===== src/rtl/column_drop_engine.sv =====
// -----------------------------------------------------------------------------
// column_drop_engine
//
// Purpose:
//   Validates a move request (column, player) against the current red/green
//   occupancy arrays. If the column has room, the column is scanned from the
//   bottom row upward and a one-cycle placement command is issued for the
//   first empty cell. A registered per-column "full" mask and a board-full
//   flag are published every cycle, independent of the request handling.
//
// Ports:
//   clock_i          system clock, rising edge
//   reset_i          asynchronous, active-high reset
//   req_i            move request, sampled only while idle
//   selected_col_i   requested column index
//   player_i         0 = red, 1 = green, latched with req_i
//   red_array_i      red occupancy, row 0 = top, column c at bit COLS-1-c
//   green_array_i    green occupancy, same layout
//   busy_o           request in progress
//   done_o           one-cycle pulse, request finished
//   valid_o          qualified by done_o: 1 = accepted, 0 = rejected
//   place_we_o       one-cycle placement strobe (done_o && valid_o)
//   place_row_o      landing row of the last accepted move
//   place_col_o      column of the last finished request
//   place_player_o   player of the last finished request
//   col_full_o       bit c = top cell of column c occupied
//   board_full_o     every column's top cell occupied
//
// State table:
//   state    | meaning
//   ---------+-----------------------------------------------------------
//   ST_IDLE  | waiting for req_i
//   ST_CHECK | column range and top-cell check on the latched request
//   ST_SCAN  | walking the column upward from the bottom, one row per cycle
// -----------------------------------------------------------------------------
module column_drop_engine #(
   parameter int ROWS  = 16,
   parameter int COLS  = 16,
   parameter int COL_W = (COLS > 1) ? $clog2(COLS) : 1,
   parameter int ROW_W = (ROWS > 1) ? $clog2(ROWS) : 1
) (
   input  logic                       clock_i,
   input  logic                       reset_i,
   input  logic                       req_i,
   input  logic [COL_W-1:0]           selected_col_i,
   input  logic                       player_i,
   input  logic [ROWS-1:0][COLS-1:0]  red_array_i,
   input  logic [ROWS-1:0][COLS-1:0]  green_array_i,
   output logic                       busy_o,
   output logic                       done_o,
   output logic                       valid_o,
   output logic                       place_we_o,
   output logic [ROW_W-1:0]           place_row_o,
   output logic [COL_W-1:0]           place_col_o,
   output logic                       place_player_o,
   output logic [COLS-1:0]            col_full_o,
   output logic                       board_full_o
);

   typedef enum logic [1:0] {
      ST_IDLE,
      ST_CHECK,
      ST_SCAN
   } state_t;

   state_t                    state_q;
   logic [COL_W-1:0]          col_q;
   logic                      player_q;
   logic [ROW_W-1:0]          row_q;

   logic                      busy_q;
   logic                      done_q;
   logic                      valid_q;
   logic                      place_we_q;
   logic [ROW_W-1:0]          place_row_q;
   logic [COL_W-1:0]          place_col_q;
   logic                      place_player_q;
   logic [COLS-1:0]           col_full_q;
   logic                      board_full_q;

   logic [ROWS-1:0][COLS-1:0] occ;
   logic [ROWS-1:0]           col_occ;
   logic                      col_in_range;
   logic [COLS-1:0]           col_full_d;

   // A cell held by both colours simply counts as occupied.
   assign occ = red_array_i | green_array_i;

   // Extract the latched column as a vertical vector. Matching against each
   // legal index keeps an out-of-range column from ever indexing the arrays;
   // such a column leaves col_in_range low.
   always_comb begin
      col_occ      = '0;
      col_in_range = 1'b0;
      for (int c = 0; c < COLS; c++) begin
         if (col_q == COL_W'(c)) begin
            col_in_range = 1'b1;
            for (int r = 0; r < ROWS; r++) begin
               col_occ[r] = occ[r][COLS-1-c];
            end
         end
      end
   end

   always_comb begin
      col_full_d = '0;
      for (int c = 0; c < COLS; c++) begin
         col_full_d[c] = occ[0][COLS-1-c];
      end
   end

   always_ff @(posedge clock_i or posedge reset_i) begin
      if (reset_i) begin
         state_q        <= ST_IDLE;
         col_q          <= '0;
         player_q       <= 1'b0;
         row_q          <= '0;
         busy_q         <= 1'b0;
         done_q         <= 1'b0;
         valid_q        <= 1'b0;
         place_we_q     <= 1'b0;
         place_row_q    <= '0;
         place_col_q    <= '0;
         place_player_q <= 1'b0;
      end else begin
         done_q     <= 1'b0;
         valid_q    <= 1'b0;
         place_we_q <= 1'b0;
         case (state_q)
            ST_IDLE: begin
               if (req_i) begin
                  col_q    <= selected_col_i;
                  player_q <= player_i;
                  busy_q   <= 1'b1;
                  state_q  <= ST_CHECK;
               end
            end
            ST_CHECK: begin
               if (!col_in_range || col_occ[0]) begin
                  done_q         <= 1'b1;
                  busy_q         <= 1'b0;
                  place_col_q    <= col_q;
                  place_player_q <= player_q;
                  state_q        <= ST_IDLE;
               end else begin
                  row_q   <= ROW_W'(ROWS - 1);
                  state_q <= ST_SCAN;
               end
            end
            ST_SCAN: begin
               // Row 0 was confirmed empty in ST_CHECK, so the decrement
               // below can never wrap past the top of the column.
               if (!col_occ[row_q]) begin
                  done_q         <= 1'b1;
                  valid_q        <= 1'b1;
                  place_we_q     <= 1'b1;
                  busy_q         <= 1'b0;
                  place_row_q    <= row_q;
                  place_col_q    <= col_q;
                  place_player_q <= player_q;
                  state_q        <= ST_IDLE;
               end else begin
                  row_q <= row_q - 1'b1;
               end
            end
            default: begin
               busy_q  <= 1'b0;
               state_q <= ST_IDLE;
            end
         endcase
      end
   end

   always_ff @(posedge clock_i or posedge reset_i) begin
      if (reset_i) begin
         col_full_q   <= '0;
         board_full_q <= 1'b0;
      end else begin
         col_full_q   <= col_full_d;
         board_full_q <= &col_full_d;
      end
   end

   assign busy_o         = busy_q;
   assign done_o         = done_q;
   assign valid_o        = valid_q;
   assign place_we_o     = place_we_q;
   assign place_row_o    = place_row_q;
   assign place_col_o    = place_col_q;
   assign place_player_o = place_player_q;
   assign col_full_o     = col_full_q;
   assign board_full_o   = board_full_q;

endmodule


===== config.mk =====
export PLATFORM = sky130hd
export DESIGN_NAME = column_drop_engine
export DESIGN_NICKNAME = d
export VERILOG_FILES = /design/src/rtl/column_drop_engine.sv
export SDC_FILE = /design/constraint.sdc
export NUM_CORES = 1
export LEC_CHECK = 0
export CAP_MARGIN = 20
export CORE_AREA = 2 2 214 216
export CTS_CLUSTER_SIZE = 14
export DETAILED_ROUTE_END_ITERATION = 8
export DIE_AREA = 0 0 216 218
export PLACE_DENSITY = 0.5
export SYNTH_ARGS = -nofsm -noshare
export SYNTH_HDL_FRONTEND = slang
export SYNTH_SLANG_ARGS = --single-unit
export TNS_END_PERCENT = 30

===== constraint.sdc =====
create_clock -name clock_i -period 3.5 [get_ports clock_i]
set_clock_uncertainty 0.2 [all_clocks]
set_input_delay 0.525 -clock clock_i [delete_from_list [all_inputs] [get_ports clock_i]]
set_output_delay 0.525 -clock clock_i [all_outputs]
set_load 0.05 [all_outputs]

==> results.cfg, run 1 <==
[clock_tree]
cts_root_buffer = clkbuf_16
cts.htree.levels = 2
clkTransAtPathRegs_ns = 0.07
cts_buffers = 5
clkLatencyLatePin_ns = 0.29
numClockSinks = 40
clock_path_buffers = 2
cts_tree = built

[final_layout]
syn2layout_area_growth_pct = 155.2
fillers = 4854
drive_above_1_share_pct = 17.50
stdcell_count = 1932
fin_util_pct = 28.24
postLayoutCellArea_um2 = 12680
nets = 1843

[setup_path]
r2r_slack_ns = 0.03
critPathKind = reg -> reg
arrival_ns = 3.45
crit-reg2reg-launch = col_q[0]
critPathSlowestCell = or4bb_4
slowest_delay_ns = 0.55
worstPathCellList = buf_12, buf_12, buf_6, or4bb_4, buf_6, nor3_4, or3_4, a2111oi_4, a2111oi_2, o21ai_2, o22ai_4, nand2_4, mux2_4
end_kind = register
r2r.worst_path.cells = 13
critPathMaxFanout = 6
required_ns = 3.48
rr_endpoint = place_row_o[1]
critPathLaunchType = register

[yosys]
synth_top_area_share_pct = 20.15
ys_ff_latch = 40
synth_edf_count = 0
synth_ff_type = dfrtp_1
synth_cell_types = 81
syn_area_per_cell_um2 = 7.201
post-synth-top-area-cell = dfrtp_1
synth_area_leaders = dfrtp_1, nor3_1, nor2_1
seq_area_frac_synth_pct = 20.15
netlist_instances = 690
async_flop_share_pct = 100.0
synth_warnings = 0
syn-num-nets = 1214
yosys-top-cells-count = nor3_1, nor2_1, o21ai_0
yosysMostFrequentCell = nor3_1
netlist_area_um2 = 4969

[pwr]
pwr_density_cell_nw_per_um2 = 580.6
ir_drop_mv = 0.2298
p_leak_nw = 4.511

[detailed_routing]
drt_iter0_markers = 352
vias = 8308
route.detailed.drc = 0
dr.pass1.iters = 6
wirelength_um = 48430
ant_nets = 0
routed_via_density = 4.300
wl_per_cell_um = 25.07

[timing]
final.period_utilization_pct = 99.07
timing_hold_violations_final = 0
slew_headroom_pct = 41.65
finalCriticalPeriod_ns = 3.467
finalMaxSlewViolations = 0
rsz0062_at_grt = true
setup-violations-final = 0
fin_worst_hold_slack_ns = 0.3017
fmax_mhz = 288.4
tightest_slew_ns = 0.8640

[die]
die_area_um2 = 47090
io_pins = 550
dieHeight_um = 218
rows = 78
initial_core_util_pct = 11.07
coreArea_um2 = 44890
die_x_um = 216

[placed_design]
dp_hpwl_um = 42280
dpl_cell_area_um2 = 11900
dp_cells = 1896
gp_congestion = 0.9438
portBuffers = 549

[global_routing]
grt_pass1_vias = 8483
grt_pass1_wl_um = 64660
grtUsageTotal_pct = 19.43
grt-ovfl-total = 0
antenna_found_initial = 23
grt_max_degree = 29

[status]
status = finished, final reports clean

[min_path]
worstHoldStart = place_row_o[3]
hold_end = place_row_o[3]
hp-class = reg -> reg
hold_depth = 1

[run]
maxCapViolCount = 0
==> cell families after synthesis <==
kind of cell               after synthesis  share of synthesized area, %
buffers and inverters                   71                         7.353
AOI/OAI and AO/OA                      210                         29.99
DFF                                     40                         20.15
muxes                                   13                         3.551
and+or+nand+nor                        352                         37.95
adders and majority gates                4                         1.007
==> final cells by class <==
class | instances | area (um^2) | share of cell area, %
diodes | 12 | 30.03 | 0.2369
clock buffers | 5 | 125.1 | 0.9870
clock inverters | 3 | 18.77 | 0.1480
inverters | 21 | 81.33 | 0.6415
multi-input cells | 579 | 4013 | 31.65
flip-flops and latches | 40 | 1008 | 7.955
well taps | 600 | 750.7 | 5.922
repair buffers | 672 | 6650 | 52.46
==> stage by stage <==
| stage | TNS [ns] | setup slack [ns] | total power, mW |
|---|---|---|---|
| 2_1_floorplan | 0 | 0.5870 | 3.323 |
| 3_3_place_gp | -11.69 | -0.7905 | 6.278 |
| 3_5_place_dp | -12.05 | -0.7881 | 6.287 |
| 4_1_cts | 0 | 0.0004772 | 7.145 |
| 5_1_grt | -0.5541 | -0.07950 | 7.878 |
| 6_report | 0 | 0.03266 | 7.360 |
==> where the power goes <==
group | internal, mW | switching [mW]
Clock | 0.263 | 0.204
Sequential | 0.601 | 0.152
Combinational | 2.85 | 3.29
==> cell usage in the layout (no fill, tap or decap), types with 6 or more instances in the layout <==
cell	instances
o31ai_1	13
nor3_1	123
diode_2	12
a211oi_1	7
nor2_1	70
o21a_1	13
dfrtp_1	36
o21ai_1	10
a21oi_1	34
nor4_1	12
clkdlybuf4s50_1	549
nand2_1	35
inv_1	18
buf_12	12
nor3b_1	15
nand3_1	7
or3_1	18
buf_6	11
o311ai_0	9
buf_4	97
or2_2	14
clkbuf_16	6
o21ai_0	34
==> routing by layer <==
| layer | vias up | track usage (%) | part of all wire [%] |
|---|---|---|---|
| met5 | - | 0 | 0.054 |
| met4 | 4 | 5.662 | 2.4 |
| met3 | 49 | 3.640 | 6.2 |
| met2 | 354 | 35.58 | 51 |
| met1 | 3954 | 22.93 | 40 |
| li1 | 3947 | - | - |
==> worst max-delay path: cells and delay by family, from the launching register on <==
| kind | cells | cell delay [ns] |
|---|---|---|
| DFF | 1 | 0.52 |
| AOI/OAI and AO/OA | 4 | 0.78 |
| muxes | 1 | 0.31 |
| and+or+nand+nor | 4 | 0.96 |
| buffers and inverters | 4 | 0.57 |
==> worst max path at each step <==
| stage | slack (ns) | to | depth (start not counted) | start |
|---|---|---|---|---|
| floorplan | 0.59 | row_q[0] | 11 | col_q[2] |
| global placement | -0.79 | row_q[0] | 11 | green_array_i[66] |
| detailed placement | -0.79 | row_q[0] | 11 | green_array_i[66] |
| CTS | 0.0005 | row_q[0] | 14 | col_q[0] |
| global route | -0.08 | busy_o | 15 | col_q[0] |
| finish | 0.03 | place_row_o[1] | 13 | col_q[0] |
==> sequential cells by signal, indices dropped and copies added (netlist names) <==
register        count
col_full_o         16
place_row_o         4
row_q               4
place_col_o         4
state_q             2
player_q            1
done_o              1
col_q               4
board_full_o        1
busy_o              1
place_we_o          1
place_player_o      1
==> what timing repair did <==
| action | 4_1_cts | 5_1_grt |
|---|---|---|
| gates cloned | 1 | 2 |
| resized for setup | 39 | 59 |
| setup endpoints to repair | 18 | 16 |
| pin swaps | 13 | 30 |
| setup buffers | 4 | 12 |
| hold buffers | 0 | 0 |
| hold endpoints to repair | 0 | 0 |
Power figures use the tool's default switching activity.
==> run 2: changes to the inputs <==
--- a/config.mk
+++ b/config.mk
@@ -5,7 +5,7 @@
 export SDC_FILE = /design/constraint.sdc
 export NUM_CORES = 1
 export LEC_CHECK = 0
-export CAP_MARGIN = 20
+export CAP_MARGIN = 10
 export CORE_AREA = 2 2 214 216
 export CTS_CLUSTER_SIZE = 14
 export DETAILED_ROUTE_END_ITERATION = 8
==> results of run 2 <==
Same layout as run 1: the final DEF is identical, and so are final timing and power.
